<file path="config.mk">
export PLATFORM = sky130hd
export DESIGN_NAME = if_prefetch_queue
export DESIGN_NICKNAME = d
export VERILOG_FILES = /design/src/rtl/if_prefetch_queue_pkg.sv /design/src/rtl/if_prefetch_queue_fifo.sv /design/src/rtl/if_prefetch_queue.sv
export SDC_FILE = /design/constraint.sdc
export NUM_CORES = 1
export LEC_CHECK = 0
export CAP_MARGIN = 20
export CORE_ASPECT_RATIO = 0.6
export CORE_UTILIZATION = 55
export DETAILED_ROUTE_END_ITERATION = 7
export PLACE_DENSITY = 0.78
export SLEW_MARGIN = 20
export SYNTH_ARGS = -nofsm -noshare
export SYNTH_HDL_FRONTEND = slang
export SYNTH_HIERARCHICAL = 1
export SYNTH_SLANG_ARGS = --single-unit
</file>
<file path="constraint.sdc">
create_clock -name clk -period 10.7 [get_ports clk]
set_input_delay 2.14 -clock clk [delete_from_list [all_inputs] [get_ports clk]]
set_output_delay 2.14 -clock clk [all_outputs]
set_load 0.01 [all_outputs]
</file>
<file path="src/rtl/if_prefetch_queue_pkg.sv">
// Shared types and helpers for the instruction prefetch queue: FSM states,
// queue entry layout and word-address arithmetic.
package if_prefetch_queue_pkg;

  localparam int WORD_BYTES = 4;
  localparam int INSTR_W    = 32;
  localparam int ADDR_W     = 32;

  typedef enum logic {
    PFQ_RUN   = 1'b0,
    PFQ_DRAIN = 1'b1
  } pfq_state_e;

  typedef struct packed {
    logic [ADDR_W-1:0]  addr;
    logic [INSTR_W-1:0] data;
  } pfq_entry_t;

  function automatic logic [ADDR_W-1:0] word_align(input logic [ADDR_W-1:0] a);
    return {a[ADDR_W-1:2], 2'b00};
  endfunction

  // Wraps modulo 2^32 by construction.
  function automatic logic [ADDR_W-1:0] next_word(input logic [ADDR_W-1:0] a);
    return a + ADDR_W'(WORD_BYTES);
  endfunction

endpackage

</file>
<file path="src/rtl/if_prefetch_queue_fifo.sv">
// DEPTH x {addr,instr} FIFO: synchronous write, asynchronous head read,
// push/pop/flush with occupancy count. Flush wins over push and pop.
module if_prefetch_queue_fifo
  import if_prefetch_queue_pkg::*;
#(
  parameter  int DEPTH = 4,
  localparam int PW    = $clog2(DEPTH),
  localparam int CW    = $clog2(DEPTH) + 1
) (
  input  logic          clk,
  input  logic          rst,
  input  logic          push,
  input  logic          pop,
  input  logic          flush,
  input  pfq_entry_t    wr_entry,
  output pfq_entry_t    head,
  output logic [CW-1:0] count,
  output logic          full,
  output logic          empty
);

  pfq_entry_t      mem [DEPTH];
  logic [PW-1:0]   wr_ptr;
  logic [PW-1:0]   rd_ptr;
  logic            do_push;
  logic            do_pop;

  assign full    = (count == CW'(DEPTH));
  assign empty   = (count == '0);
  assign do_push = push && (!full || pop);
  assign do_pop  = pop && !empty;
  assign head    = mem[rd_ptr];

  always_ff @(posedge clk) begin
    if (do_push && !flush) mem[wr_ptr] <= wr_entry;
  end

  // DEPTH is a power of two, so pointer overflow is the modulo wrap.
  always_ff @(posedge clk or negedge rst) begin
    if (!rst) begin
      wr_ptr <= '0;
      rd_ptr <= '0;
      count  <= '0;
    end else if (flush) begin
      wr_ptr <= '0;
      rd_ptr <= '0;
      count  <= '0;
    end else begin
      if (do_push) wr_ptr <= wr_ptr + 1'b1;
      if (do_pop)  rd_ptr <= rd_ptr + 1'b1;
      case ({do_push, do_pop})
        2'b10:   count <= count + 1'b1;
        2'b01:   count <= count - 1'b1;
        default: count <= count;
      endcase
    end
  end

endmodule

</file>
<file path="src/rtl/if_prefetch_queue.sv">
// Instruction prefetch front end: runs sequential fetches ahead of the core,
// serves hits from a small queue and flushes/refetches on any redirect.
// Optional PFQ_BYPASS_EN lets a word acked into an empty queue go straight to ir.
module if_prefetch_queue
  import if_prefetch_queue_pkg::*;
#(
  parameter  int          DEPTH      = 4,
  parameter  logic [31:0] RESET_ADDR = 32'h0000_0000,
  localparam int          CW         = $clog2(DEPTH) + 1
) (
  input  logic          clk,
  input  logic          rst,
  input  logic          core_req,
  input  logic [31:0]   core_addr,
  output logic [31:0]   ir,
  output logic          ir_valid,
  output logic          mem_req,
  output logic [31:0]   mem_addr,
  input  logic          mem_ack,
  input  logic [31:0]   mem_rdata,
  output pfq_state_e    dbg_state,
  output logic [CW-1:0] dbg_count
);

  // Memory handshake: mem_req rises with a stable mem_addr and stays high up to
  // and including the single mem_ack cycle; an ack seen with mem_req=0 is
  // stale (e.g. across a reset) and ignored. Core side: a cycle with core_req=1
  // and ir_valid=1 consumes the instruction.

  pfq_state_e     state, state_nxt;
  logic [31:0]    exp_addr, exp_nxt;
  logic [31:0]    fetch_addr, fetch_nxt;
  logic           mem_req_nxt;
  logic [31:0]    mem_addr_nxt;
  logic [31:0]    req_addr;
  logic           ack_take;
  logic           redirect;
  logic           q_hit;
  logic           bypass_hit;
  logic           issue;
  logic           push;
  pfq_entry_t     head;
  logic [CW-1:0]  count;
  logic           full;
  logic           empty;

  assign req_addr = word_align(core_addr);
  assign ack_take = mem_req && mem_ack;
  assign redirect = core_req && (req_addr != exp_addr);
  assign q_hit    = core_req && !redirect && !empty && (req_addr == head.addr);

`ifdef PFQ_BYPASS_EN
  assign bypass_hit = core_req && !redirect && empty && (state == PFQ_RUN)
                      && ack_take && (req_addr == mem_addr);
  assign ir         = bypass_hit ? mem_rdata : (q_hit ? head.data : '0);
`else
  assign bypass_hit = 1'b0;
  assign ir         = q_hit ? head.data : '0;
`endif

  assign ir_valid = q_hit || bypass_hit;

  // With at most one request in flight, "count+pending<DEPTH" reduces to !full
  // once mem_req is low. No issue on a redirect cycle: fetch_addr is stale.
  assign issue = (state == PFQ_RUN) && !mem_req && !full && !redirect;
  assign push  = ack_take && (state == PFQ_RUN) && !redirect && !bypass_hit;

  if_prefetch_queue_fifo #(.DEPTH(DEPTH)) u_pfq_fifo (
    .clk      (clk),
    .rst      (rst),
    .push     (push),
    .pop      (q_hit),
    .flush    (redirect),
    .wr_entry ({mem_addr, mem_rdata}),
    .head     (head),
    .count    (count),
    .full     (full),
    .empty    (empty)
  );

  always_ff @(posedge clk or negedge rst) begin
    if (!rst) begin
      state      <= PFQ_RUN;
      exp_addr   <= RESET_ADDR;
      fetch_addr <= RESET_ADDR;
      mem_req    <= 1'b0;
      mem_addr   <= '0;
    end else begin
      state      <= state_nxt;
      exp_addr   <= exp_nxt;
      fetch_addr <= fetch_nxt;
      mem_req    <= mem_req_nxt;
      mem_addr   <= mem_addr_nxt;
    end
  end

  always_comb begin
    state_nxt    = state;
    exp_nxt      = exp_addr;
    fetch_nxt    = fetch_addr;
    mem_req_nxt  = mem_req;
    mem_addr_nxt = mem_addr;

    case (state)
      PFQ_RUN:   if (redirect && mem_req && !mem_ack) state_nxt = PFQ_DRAIN;
      PFQ_DRAIN: if (ack_take) state_nxt = PFQ_RUN;
      default:   state_nxt = PFQ_RUN;
    endcase

    if (ack_take) mem_req_nxt = 1'b0;
    if (issue) begin
      mem_req_nxt  = 1'b1;
      mem_addr_nxt = fetch_addr;
      fetch_nxt    = next_word(fetch_addr);
    end

    if (redirect) begin
      exp_nxt   = req_addr;
      fetch_nxt = req_addr;
    end else if (q_hit || bypass_hit) begin
      exp_nxt = next_word(exp_addr);
    end
  end

  assign dbg_state = state;
  assign dbg_count = count;

endmodule
</file>
-- Word-level counts from Yosys, hierarchy flattened
Memory sizes are Yosys's and may differ from the RTL's.
Index checks and enable logic that the tools add are counted.
- flip-flop bits (word level): 105
- memory bits (writable): 256
- input port bits: 68
- output and inout bits: 70
- word-level logic and storage cells: 67
- memories kept: 1
- memories (name ; words ; width ; read ports ; clocked after Yosys merged registers in ; write ports ; line ; source):
    u_pfq_fifo.mem ; 4 ; 64 ; 1 ; 0 ; 1 ; if_prefetch_queue_fifo.sv:22 ; pfq_entry_t mem [DEPTH];
- $add $sub $neg: 6
- equal/unequal tests: 5
- mux-type cells: 18
- bitwise gates (word level): 1
- reduce and logical (&&, ||, !) cells: 28
- operators with widths (kind ; number):
    $mux 32 ; 5
    $add 32x3->32 const B ; 2
    $eq 32x32->1 ; 1
    $ne 32x32->1 ; 1
    $logic_and 1x1->1 ; 15
    $reduce_bool 2->1 ; 5
    $mux 2 ; 4
    $mux 1 ; 6
    $pmux 3 s2 ; 1
    $logic_not 1->1 ; 5
    $add 2x1->2 const B ; 2
    $add 3x1->3 const B ; 1
    $eq 3x3->1 const B ; 1
    $logic_not 3->1 ; 1
    $mux 3 ; 1
    $reduce_bool 3->1 ; 1
    $sub 3x1->3 const B ; 1
    $eq 2x1->1 const B ; 1
    $eq 2x2->1 const B ; 1
    $pmux 1 s2 ; 1
    $logic_or 1x1->1 ; 1
    $not 1->1 ; 1

-- Logic depth before layout (Yosys ltp)
Gate-level depths: netlist (run 1).
- depth after elaboration: 11
- depth in mapped cells: 16
- gate-level depth less buffers: 12

-- Cells and area by module
The synthesis (run 1) kept the hierarchy.
- modules (own cells, without submodules) (module ; instances ; cells each ; area each (um2) ; seq. area each (um2)):
    if_prefetch_queue_fifo ; 1 ; 395 ; 9781.9 ; 7862.5
    if_prefetch_queue ; 1 ; 586 ; 5589.1 ; 2302.2

-- Least setup slack after synthesis (run 1)
Ideal clock, no wire load.
- path type: input -> register
- start point: in core_req
- end point: mem u_pfq_fifo/mem[0][0] in the netlist's numbering, enable pin
- library setup time: 0.578 ns
- arrival time: 8.955 ns
- required time: 10.122 ns
- slack: 1.167 ns
- stages on the path: 9
- path buffers: 2
- cells stage by stage: or4b_1 -> nor4_2 -> nand2_1 -> nor4_1 -> and3_1 -> clkbuf_1 -> clkbuf_1 -> o21ai_0 -> nor3b_1
- longest elaborated chain between the ends: 10
- elaborated cells on any way between the ends: 11
- classes of those cells: mux: 2; reduce/logical: 9
- RTL lines (what ; line ; source):
    start: declaration ; if_prefetch_queue.sv:13 ; input logic core_req,
    $logic_and 1x1->1 ; if_prefetch_queue.sv:49 ; assign redirect = core_req && (req_addr != exp_addr);
    $logic_not 1->1 ; if_prefetch_queue.sv:50 ; assign q_hit = core_req && !redirect && !empty && (req_addr == head.addr);
    $logic_and 1x1->1 (*) (3 in series) ; if_prefetch_queue.sv:50 ;
    via ir_valid ; if_prefetch_queue.sv:16 ; output logic ir_valid,
    $logic_or 1x1->1 (*) ; if_prefetch_queue_fifo.sv:30 ; assign do_push = push && (!full || pop);
    $logic_and 1x1->1 (*) ; if_prefetch_queue_fifo.sv:30 ;
    $logic_and 1x1->1 (*) ; if_prefetch_queue_fifo.sv:35 ; if (do_push && !flush) mem[wr_ptr] <= wr_entry;
    $mux 1 (*) ; if_prefetch_queue_fifo.sv:35 ;
    $mux 1 (implied by the code) (*) ; if_prefetch_queue_fifo.sv:35 ;
    end: declaration ; if_prefetch_queue_fifo.sv:22 ;
The timed path passes the listed nets; every way through them passes the cells marked *.

-- Worst setup path after layout (run 1)
- start point: in core_addr[31]
- end point: out ir[27]
- longest elaborated chain between the ends: 7
- elaborated cells on any way between the ends: 8
- classes of those cells: eq/ne: 2; mux: 1; reduce/logical: 5
- RTL lines (what ; line ; source):
    start: declaration ; if_prefetch_queue.sv:14 ; input logic [31:0] core_addr,
    $ne 32x32->1 ; if_prefetch_queue.sv:49 ;
    $logic_and 1x1->1 ; if_prefetch_queue.sv:49 ;
    $logic_not 1->1 ; if_prefetch_queue.sv:50 ;
    $logic_and 1x1->1 (2 in series) ; if_prefetch_queue.sv:50 ;
    $logic_and 1x1->1 (*) ; if_prefetch_queue.sv:50 ;
    $mux 32 (*) ; if_prefetch_queue.sv:58 ; assign ir = q_hit ? head.data : '0;
    end: declaration ; if_prefetch_queue.sv:15 ; output logic [31:0] ir,
Every way passes the cells marked *; elsewhere a longest branch is shown, timed or not.

==> results.sh, run 1 <==
export IMPL_worst_case_clock_buffer_depth=3
export IMPL_timing_max_cap_violations=0
export IMPL_final_max_slew_viol_count=0
export IMPL_floorplan_core_area_um2=26900
export IMPL_io_pins=138
export IMPL_synth_edf_count=256
export IMPL_dr_wl_met2_um=14700
export IMPL_ys_seq_elements=355
export IMPL_ys_flop_type="sky130_fd_sc_hd__edfxtp_1"
export IMPL_gates_resized_cts_repair=0
export IMPL_die_h_um=131
export IMPL_ys_seq_area_share_pct=66.1
export IMPL_clkLatencyLatePin_ns=0.57
export IMPL_floorplan_die_area_um2=28600
export IMPL_groute_usage_overall_pct=24.5
export IMPL_place_hpwl_um=23000
export IMPL_max_slew_margin_rel_pct=35.0
export IMPL_timing_final_setup_violations=0
export IMPL_fin_nets=1206
export IMPL_n_antenna_cell=0
export IMPL_outcome="finished clean"
export IMPL_ctsRootBufferMaster="sky130_fd_sc_hd__clkbuf_16"
export IMPL_fin_util_pct=67.0
export IMPL_worst_setup_ep_type="output port"
export IMPL_cp_start_kind="primary input"
export IMPL_max_slew_worst_pin_slew_ns=0.966
export IMPL_finalHoldViolations=0
export IMPL_tritoncts_clock_tree="built"
export IMPL_yosys_cell_types_count=54
export IMPL_power_density_nw_per_um2=180
export IMPL_yosysWarnings=6
export IMPL_route_detailed_vias_per_inst=5.92
export IMPL_timing_critical_path_arrival_ns=5.49
export IMPL_routed_wl_met3_um=2610
export IMPL_timing_critical_path_cells="clkdlybuf4s50_1 > xor2_1 > nor4_1 > nand4_1 > nor4_1 > and3_1 > buf_4 > and2_1 > clkdlybuf4s50_1"
export IMPL_max_ir_drop_vdd_v=0.000169
export IMPL_postRouteWirelength_um=34100
export IMPL_netlist_top_cells_area="sky130_fd_sc_hd__edfxtp_1 50%, sky130_fd_sc_hd__dfrtp_1 16%, sky130_fd_sc_hd__mux4_2 9.4%"
export IMPL_vias=8956
export IMPL_leakage_nw=6.14
export IMPL_fraction_of_synthesis_flops_using_an_asynchronous_set_or_reset_pin_pct=27.9
export IMPL_number_of_clock_buffers_inserted_by_tritoncts=31
export IMPL_grt_max_degree=78
export IMPL_hold_worst_slack_ns=0.531
export IMPL_dieWidth_um=218
export IMPL_syn_avg_cell_area_um2=15.7
export IMPL_synthToLayoutAreaGrowth_pct=17.5
export IMPL_cts_hold_repair_buffers=0
export IMPL_drc=0
export IMPL_min_period_over_period_pct=71.3
export IMPL_finalSetupTns_ns=0
export IMPL_worstPathRequired_ns=8.56
export IMPL_dr_pass1_iters=5
export IMPL_timing_setup_critical_path_class="in2out"
export IMPL_proportion_of_layout_cells_with_a_drive_suffix_above_1_pct=15.5
export IMPL_hold_path_class="reg2reg"
export IMPL_fmaxAchievable_mhz=131
export IMPL_grt_pass1_wl_um=53100
export IMPL_start_util_pct=57.1
export IMPL_rsz_0062_raised_after_global_routing="false"
export IMPL_slowest_stage_delay_on_critical_path_ns=0.55
export IMPL_top_layer="met4"
export IMPL_cts_sink_count=355
export IMPL_wl_per_cell_um=22.5
export IMPL_clk_pin_slew_worst_paths_ns=0.06
export IMPL_globalRouteOverflowTotal=0
export IMPL_finalClockSkew_ns=0.0245
export IMPL_port_buffer_count=133
export IMPL_post_synth_instance_area_um2=15400
export IMPL_first_drt_iteration_drcs=840
export IMPL_critical_path_peak_fanout=45
export IMPL_route_layer_met1_wl_um=16300
export IMPL_cpMaxStageDelayCell="sky130_fd_sc_hd__clkdlybuf4s50_1"
export IMPL_place_gp_congestion=0.917
export IMPL_pre_cts_slack_ns=3.16
export IMPL_ctsHtreeMaxLevel=1
export IMPL_post_synth_inst_count=981
export IMPL_first_global_vias=8953
export IMPL_antenna_found_initial=0
export IMPL_post_route_worst_setup_slack_ns=3.07
export IMPL_yosys_area_top_type_share_pct=50.0
export IMPL_post_cts_buffers=0
export IMPL_num_rows=46
export IMPL_detail_route_antenna_nets=0
export IMPL_period_minus_slack_ns=7.63
export IMPL_synth_largest_area_cell="sky130_fd_sc_hd__edfxtp_1"
==> kinds of logic (layout without fill, tap and decap cells) <==
logic type | count (synthesis) | count (layout) | synth area share, %
flip-flops | 355 | 355 | 66.1
adder cells (fa/ha/maj) | 7 | 7 | 0.619
other | 1 | 10 | 0.0244
AO/OA/AOI/OAI | 82 | 82 | 3.48
multiplexers | 124 | 124 | 13.7
XOR/XNOR | 92 | 92 | 5.24
buffers and inverters | 76 | 240 | 2.19
AND/OR/NAND/NOR | 244 | 244 | 8.67
==> final cells by class <==
type | instances | area, um2
sequential | 355 | 10200
fill | 1881 | 8880
multi-input combinational | 559 | 4940
timing repair buffer | 152 | 1470
clock buffer | 44 | 825
tap | 360 | 450
inverter | 32 | 120
clock inverter | 12 | 85.1
==> power breakdown <==
| part | internal [mW] | switching [mW] | total, mW | leakage (nW) |
|---|---|---|---|---|
| logic | 0.236 | 0.200 | 0.436 | 2.19 |
| registers | 1.64 | 0.135 | 1.78 | 3.51 |
| clock network | 0.559 | 0.476 | 1.03 | 0.440 |
| total | 2.44 | 0.811 | 3.25 | 6.14 |
==> final timing paths <==
path / from / endpoint / slack, ns / depth (start not counted)
max: core_addr[31] / ir[27] / 3.07 / 9
min: fetch_addr[31] / mem_addr[31] / 0.53 / 1
max reg2reg: u_pfq_fifo/rd_ptr[0] / u_pfq_fifo/mem[2][29] / 5.01 / 11
min reg2reg: fetch_addr[31] / mem_addr[31] / 0.53 / 1
max in group asynchronous: rst / u_pfq_fifo/rd_ptr[0] / 7.87 / 2
min in group asynchronous: rst / mem_addr[19] / 1.60 / 1
==> metal layers <==
metal | GRT usage (%) | up-vias
met5 | 0 | -
met4 | 4.20 | 0
met3 | 6.16 | 42
met2 | 33.7 | 305
met1 | 39.5 | 4564
li1 | - | 4045
==> synth_stat cells, drive strengths merged (6+ instances only) <==
cell,count
nand3,31
o21ai,29
edfxtp,256
and2,36
nor4,21
or4,7
or3,13
dfrtp,99
buf,24
mux4,64
o211ai,24
nand2,51
xor2,79
and3,6
inv,32
nor2,28
mux2,42
clkbuf,20
mux2i,18
nor3,13
a21oi,8
xnor2,13
nand4,20
ha,6
==> worst max-delay path: cells and delay by family <==
| family | cells | cell delay (ns) |
|---|---|---|
| buf+inv | 3 | 1.46 |
| simple gates | 5 | 1.57 |
| xor+xnor | 1 | 0.27 |
==> per-stage QoR <==
stage	cells	cell area [um2]	power (mW)
2_1_floorplan	990	15400	1.97
3_3_place_gp	1458	17100	2.22
3_5_place_dp	1458	17100	2.24
4_1_cts	1514	18100	3.27
5_1_grt	1514	18100	3.37
6_report	1514	18100	3.25
==> state kept, by name, summed over array words and instances (netlist names) <==
name and flops:
mem_addr 30, u_pfq_fifo/count 3, mem_req 1, fetch_addr 30, dbg_state 1, u_pfq_fifo/wr_ptr 2
exp_addr 30, u_pfq_fifo/mem 256, u_pfq_fifo/rd_ptr 2
==> cell usage in the layout, fill, tap and decap left out, types with 5 or more instances in the layout <==
cell,instances
sky130_fd_sc_hd__a21oi_1,8
sky130_fd_sc_hd__and2_1,36
sky130_fd_sc_hd__and3_1,6
sky130_fd_sc_hd__buf_4,20
sky130_fd_sc_hd__clkbuf_1,13
sky130_fd_sc_hd__clkbuf_16,31
sky130_fd_sc_hd__clkdlybuf4s50_1,132
sky130_fd_sc_hd__clkinv_1,5
sky130_fd_sc_hd__conb_1,10
sky130_fd_sc_hd__dfrtp_1,97
sky130_fd_sc_hd__edfxtp_1,256
sky130_fd_sc_hd__ha_1,6
sky130_fd_sc_hd__inv_1,31
sky130_fd_sc_hd__mux2_2,41
sky130_fd_sc_hd__mux2i_1,18
sky130_fd_sc_hd__mux4_2,64
sky130_fd_sc_hd__nand2_1,51
sky130_fd_sc_hd__nand3_1,31
sky130_fd_sc_hd__nand4_1,20
sky130_fd_sc_hd__nor2_1,28
sky130_fd_sc_hd__nor3_1,13
sky130_fd_sc_hd__nor4_1,18
sky130_fd_sc_hd__o211ai_1,24
sky130_fd_sc_hd__o21ai_0,28
sky130_fd_sc_hd__or3_1,13
sky130_fd_sc_hd__or4_1,7
sky130_fd_sc_hd__xnor2_1,13
sky130_fd_sc_hd__xor2_1,79
(Power assumes the default switching activity.)
==> run 2, diff against run 1 <==
--- a/config.mk
+++ b/config.mk
@@ -7,9 +7,9 @@
 export LEC_CHECK = 0
 export CAP_MARGIN = 20
 export CORE_ASPECT_RATIO = 0.6
-export CORE_UTILIZATION = 55
+export CORE_UTILIZATION = 52
 export DETAILED_ROUTE_END_ITERATION = 7
-export PLACE_DENSITY = 0.78
+export PLACE_DENSITY = 0.77
 export SLEW_MARGIN = 20
 export SYNTH_ARGS = -nofsm -noshare
 export SYNTH_HDL_FRONTEND = slang
==> constraint.sdc (replaced) <==
create_clock -name clk -period 6.15 [get_ports clk]
set_input_delay 1.23 -clock clk [delete_from_list [all_inputs] [get_ports clk]]
set_output_delay 1.23 -clock clk [all_outputs]
set_load 0.01 [all_outputs]
==> results.sh, run 2 (synthesis results as in run 1) <==
export IMPL_fin_util_pct=64.0
export IMPL_leakage_nw=6.35
export IMPL_internal_power_mw=4.55
export IMPL_cts_sink_count=355
export IMPL_rsz_0062_raised_after_global_routing="false"
export IMPL_final_common_cell="sky130_fd_sc_hd__edfxtp_1"
export IMPL_floorplan_die_area_um2=30300
export IMPL_reg_to_reg_start="u_pfq_fifo/rd_ptr[0]"
export IMPL_place_gp_congestion=0.914
export IMPL_max_slew_worst_pin_slew_ns=0.814
export IMPL_worstSetupStartpoint="u_pfq_fifo/rd_ptr[0]"
export IMPL_outcome="finished clean"
export IMPL_finalHoldViolations=0
export IMPL_timing_setup_critical_path_class="reg2out"
export IMPL_sequentialPowerShare_pct=51.4
export IMPL_clockPowerShare_pct=35.8
export IMPL_post_cts_buffers=0
export IMPL_finalInstanceArea_um2=18500
export IMPL_seqCellArea_um2=10200
export IMPL_fmaxAchievable_mhz=175
export IMPL_place_hpwl_um=23600
export IMPL_worst_case_clock_buffer_depth=3
export IMPL_globalRouteOverflowTotal=0
export IMPL_min_period_over_period_pct=92.7
export IMPL_wl_per_cell_um=22.2
export IMPL_max_ffs_per_register=256
export IMPL_route_detailed_vias_per_inst=5.80
export IMPL_cts_hold_repair_buffers=0
export IMPL_gates_resized_cts_repair=0
export IMPL_tritoncts_clock_tree="built"
export IMPL_cell_area_after_placement_um2=17300
export IMPL_fillCellCount=2052
export IMPL_start_util_pct=53.2
export IMPL_timing_reg2reg_setup_slack_ns=1.38
export IMPL_ff2ff_path_depth=11
export IMPL_timing_critical_path_arrival_ns=4.47
export IMPL_max_ir_drop_vdd_v=0.000252
export IMPL_crit_reg2reg_capture="u_pfq_fifo/mem[3][42]"
export IMPL_cp_start_kind="register"
export IMPL_min_delay_start="fetch_addr[31]"
export IMPL_most_common_layout_cells="256 x sky130_fd_sc_hd__edfxtp_1, 132 x sky130_fd_sc_hd__clkdlybuf4s50_1, 97 x sky130_fd_sc_hd__dfrtp_1"
export IMPL_multiInputGateArea_um2=4960
export IMPL_num_rows=48
export IMPL_groute_usage_overall_pct=24.2
export IMPL_synthToLayoutAreaGrowth_pct=20.3
export IMPL_grt_pass1_wl_um=54600
export IMPL_top_register="u_pfq_fifo/mem"
export IMPL_worstPathRequired_ns=4.92
export IMPL_critical_path_endpoint="ir[25]"
export IMPL_power_density_nw_per_um2=325
export IMPL_die_h_um=135
export IMPL_hold_path_class="reg2reg"
export IMPL_timing_final_setup_violations=0
export IMPL_final_max_slew_viol_count=0
export IMPL_clk_pin_slew_worst_paths_ns=0.07
export IMPL_timing_max_cap_violations=0
export IMPL_ctsRootBufferMaster="sky130_fd_sc_hd__clkbuf_16"
export IMPL_power_share_combinational_pct=12.8
export IMPL_proportion_of_layout_cells_with_a_drive_suffix_above_1_pct=17.2
export IMPL_ctsHtreeMaxLevel=2
export IMPL_drc=0
export IMPL_n_antenna_cell=0
export IMPL_fin_nets=1216
export IMPL_detail_route_antenna_nets=0
export IMPL_max_slew_margin_rel_pct=45.8
export IMPL_critical_path_peak_fanout=45
export IMPL_floorplan_core_area_um2=28900
export IMPL_antenna_found_initial=1
export IMPL_first_global_vias=9129
export IMPL_port_buffer_count=133
export IMPL_clkLatencyLatePin_ns=0.52
export IMPL_period_minus_slack_ns=5.70
export IMPL_finalClockSkew_ns=0.0187
export IMPL_p_sw_share_pct=24.2
export IMPL_first_drt_iteration_drcs=825
export IMPL_dieWidth_um=224
export IMPL_postRouteWirelength_um=34900
export IMPL_vias=9095
export IMPL_dr_pass1_iters=5
export IMPL_number_of_clock_buffers_inserted_by_tritoncts=34
export IMPL_worst_setup_ep_type="output port"
export IMPL_hold_worst_slack_ns=0.538
export IMPL_grt_max_degree=78
export IMPL_p_switching_mw=1.46
export IMPL_io_pins=138
run 2: cell types whose count changed in the layout (fill, tap and decap cells not counted), sizes merged:
cell / change
buf: +7
clkbuf: +5
bufinv: +2
clkinv: -1
clkinvlp: +1
inv: -1
run 2: layer usage:
metal  GRT usage (%)  vias up  wire length (um)
li1                -     4085                 -
met1            37.5     4621             16300
met2            35.0      336             15400
met3            5.01       51              2630
met4            5.71        2               507
met5               0        -                18
run 2: metrics by stage:
step / TNS, ns / instances / setup WS [ns] / power, mW
2_1_floorplan: -100.0 / 990 / -0.402 / 3.43
3_3_place_gp: 0 / 1505 / 0.690 / 3.87
3_5_place_dp: 0 / 1505 / 0.604 / 3.90
4_1_cts: 0 / 1567 / 0.374 / 6.06
5_1_grt: 0 / 1567 / 0.231 / 6.24
6_report: 0 / 1567 / 0.448 / 6.01
run 2: cell type report:
cell class	instances	area share [%]
Clock inverter	13	0.771
Sequential cell	355	55.0
Clock buffer	49	5.52
Multi-Input combinational cell	559	26.8
Inverter	32	0.650
Timing Repair Buffer	159	8.51
Tap cell	400	2.71
run 2: worst min path at each step:
stage | end | depth (start not counted)
after global placement | mem_addr[31] | 1
after global routing | u_pfq_fifo/mem[3][47] | 0
final | mem_addr[31] | 1
after floorplan | mem_addr[31] | 1
after detailed placement | mem_addr[31] | 1
after CTS | mem_addr[31] | 1
run 2: power groups by stage:
stage	clock, mW	sequential [mW]	combinational, mW
2_1_floorplan	0	3.11	0.321
3_3_place_gp	0	3.12	0.753
3_5_place_dp	0	3.14	0.763
4_1_cts	2.19	3.09	0.774
5_1_grt	2.29	3.12	0.828
6_report	2.15	3.09	0.767
run 2: worst max-delay path, stage by stage, from the launching register on:
cell and delay [ns]:
sky130_fd_sc_hd__dfrtp_4 0.83, sky130_fd_sc_hd__mux4_2 0.61, sky130_fd_sc_hd__or4b_1 0.53, sky130_fd_sc_hd__nor4_2 0.41, sky130_fd_sc_hd__nand2_1 0.10, sky130_fd_sc_hd__nor4_1 0.25
sky130_fd_sc_hd__and3_1 0.24, sky130_fd_sc_hd__buf_12 0.21, sky130_fd_sc_hd__and2_1 0.18, sky130_fd_sc_hd__clkdlybuf4s50_1 0.54
==> run 3, diff against run 2 <==
--- a/config.mk
+++ b/config.mk
@@ -5,10 +5,12 @@
 export SDC_FILE = /design/constraint.sdc
 export NUM_CORES = 1
 export LEC_CHECK = 0
-export CAP_MARGIN = 20
+export CAP_MARGIN = 0
 export CORE_ASPECT_RATIO = 0.6
 export CORE_UTILIZATION = 52
+export CTS_CLUSTER_SIZE = 14
 export DETAILED_ROUTE_END_ITERATION = 7
+export HOLD_SLACK_MARGIN = 0.1
 export PLACE_DENSITY = 0.77
 export SLEW_MARGIN = 20
 export SYNTH_ARGS = -nofsm -noshare
==> results.sh, run 3 (synthesis results as in run 1) <==
export IMPL_dieWidth_um=224
export IMPL_proportion_of_layout_cells_with_a_drive_suffix_above_1_pct=16.9
export IMPL_seqCellArea_um2=10200
export IMPL_worst_case_clock_buffer_depth=3
export IMPL_vias=8995
export IMPL_io_pins=138
export IMPL_crit_reg2reg_capture="u_pfq_fifo/mem[3][27]"
export IMPL_cts_sink_count=355
export IMPL_cts_hold_repair_buffers=0
export IMPL_min_delay_start="fetch_addr[31]"
export IMPL_floorplan_die_area_um2=30300
export IMPL_finalClockSkew_ns=0.0223
export IMPL_timing_max_cap_violations=0
export IMPL_dr_pass1_iters=6
export IMPL_rsz_0062_raised_after_global_routing="false"
export IMPL_ff2ff_path_depth=12
export IMPL_fmaxAchievable_mhz=176
export IMPL_multiInputGateArea_um2=4960
export IMPL_ctsHtreeMaxLevel=2
export IMPL_timing_critical_path_arrival_ns=4.47
export IMPL_start_util_pct=53.2
export IMPL_timing_setup_critical_path_class="reg2out"
export IMPL_timing_final_setup_violations=0
export IMPL_number_of_clock_buffers_inserted_by_tritoncts=34
export IMPL_cp_top_family="simple AND/OR/NAND/NOR gates"
export IMPL_worst_setup_ep_type="output port"
export IMPL_port_buffer_count=133
export IMPL_numPlacedInstances=1505
export IMPL_pre_cts_slack_ns=0.604
export IMPL_floorplan_core_area_um2=28900
export IMPL_max_ir_drop_vdd_v=0.000243
export IMPL_globalRouteOverflowTotal=0
export IMPL_max_slew_worst_pin_slew_ns=0.823
export IMPL_reg_to_reg_start="u_pfq_fifo/rd_ptr[0]"
export IMPL_max_slew_margin_rel_pct=45.1
export IMPL_clkLatencyLatePin_ns=0.52
export IMPL_first_drt_iteration_drcs=818
export IMPL_first_global_vias=9066
export IMPL_place_hpwl_um=23600
export IMPL_synthToLayoutAreaGrowth_pct=20.0
export IMPL_worstPathRequired_ns=4.92
export IMPL_instances_no_fill=1566
export IMPL_drc=0
export IMPL_wl_per_cell_um=22.1
export IMPL_critical_path_top_cell_by_count="sky130_fd_sc_hd__nor4_1"
export IMPL_max_ffs_per_register=256
export IMPL_die_h_um=135
export IMPL_most_common_layout_cells="256 x sky130_fd_sc_hd__edfxtp_1, 132 x sky130_fd_sc_hd__clkdlybuf4s50_1, 97 x sky130_fd_sc_hd__dfrtp_1"
export IMPL_detail_route_antenna_nets=0
export IMPL_final_common_cell="sky130_fd_sc_hd__edfxtp_1"
export IMPL_fin_nets=1216
export IMPL_finalHoldViolations=0
export IMPL_cp_start_kind="register"
export IMPL_num_rows=48
export IMPL_tritoncts_clock_tree="built"
export IMPL_antenna_found_initial=1
export IMPL_power_density_nw_per_um2=323
export IMPL_whs_endpoint="mem_addr[31]"
export IMPL_groute_usage_overall_pct=23.9
export IMPL_timing_reg2reg_setup_slack_ns=1.38
export IMPL_top_register="u_pfq_fifo/mem"
export IMPL_outcome="finished clean"
export IMPL_period_minus_slack_ns=5.70
export IMPL_post_route_worst_setup_slack_ns=0.453
export IMPL_leakage_nw=6.33
export IMPL_critical_path_peak_fanout=45
export IMPL_worstHoldPathCells=1
export IMPL_grt_pass1_wl_um=54200
export IMPL_route_detailed_vias_per_inst=5.74
export IMPL_hold_path_class="reg2reg"
export IMPL_grt_max_degree=78
export IMPL_gates_resized_cts_repair=0
export IMPL_timing_critical_path_cells="buf_4 > mux4_2 > xor2_1 > nor4_1 > nand4_1 > nor4_1 > and3_1 > buf_12 > and2_1 > clkdlybuf4s50_1"
export IMPL_place_gp_congestion=0.914
export IMPL_min_period_over_period_pct=92.6
export IMPL_postRouteWirelength_um=34500
export IMPL_final_max_slew_viol_count=0
export IMPL_slowest_stage_delay_on_critical_path_ns=0.82
export IMPL_cpMaxStageDelayCell="sky130_fd_sc_hd__dfrtp_4"
export IMPL_post_cts_buffers=0
export IMPL_ctsRootBufferMaster="sky130_fd_sc_hd__clkbuf_16"
export IMPL_cp_buffers_inverters=3
export IMPL_clk_pin_slew_worst_paths_ns=0.06
export IMPL_fillCellCount=2056
export IMPL_n_antenna_cell=0
[run 3: changes by cell type in the layout (fill, tap and decap cells not counted)]
cell                         change
sky130_fd_sc_hd__bufinv_16       +1
sky130_fd_sc_hd__clkbuf_1        +3
sky130_fd_sc_hd__clkbuf_16       -2
sky130_fd_sc_hd__clkbuf_8        -2
sky130_fd_sc_hd__clkinvlp_4      -2
sky130_fd_sc_hd__inv_6           +1
[run 3: metal layers]
layer	vias up	track usage, %	wire length, um
met5	-	0	18
met4	2	4.95	484
met3	44	4.62	2450
met2	307	34.6	15100
met1	4570	37.6	16400
li1	4072	-	-
[run 3: through the flow]
step / area [um2] / total power, mW / hold WS, ns / utilization (%) / setup TNS (ns)
finish: 18400 / 5.96 / 0.534 / 63.9 / 0
global route: 18400 / 6.19 / 0.562 / 63.9 / 0
CTS: 18400 / 6.01 / 0.538 / 63.9 / 0
detailed placement: 17300 / 3.90 / 0.525 / 60.0 / 0
global placement: 17300 / 3.87 / 0.508 / 60.0 / 0
floorplan: 15400 / 3.43 / 0.501 / - / -100.0
[run 3: where the power goes]
part           switching [mW]  total (mW)  internal, mW  leakage, nW
sequential              0.232        3.09          2.86         3.51
clock                   0.856        2.11          1.25        0.552
combinational           0.349       0.763         0.414         2.27
[run 3: area by class of cell]
class	instances	share of cell area, %
clock buffer	48	5.18
clock inverter	13	0.902
inverter	32	0.651
multi-input combinational	559	26.9
sequential	355	55.1
tap	400	2.71
timing repair buffer	159	8.53
[run 3: worst max-delay path by stage]
| stage | end | cells after the start | startpoint |
|---|---|---|---|
| 6_report | ir[25] | 10 | u_pfq_fifo/rd_ptr[0] |
| 3_5_place_dp | ir[28] | 9 | core_addr[31] |
| 5_1_grt | ir[29] | 10 | u_pfq_fifo/rd_ptr[0] |
| 2_1_floorplan | u_pfq_fifo/mem[0][0] | 12 | u_pfq_fifo/rd_ptr[0] |
| 3_3_place_gp | ir[29] | 9 | core_addr[31] |
| 4_1_cts | ir[29] | 10 | u_pfq_fifo/rd_ptr[0] |
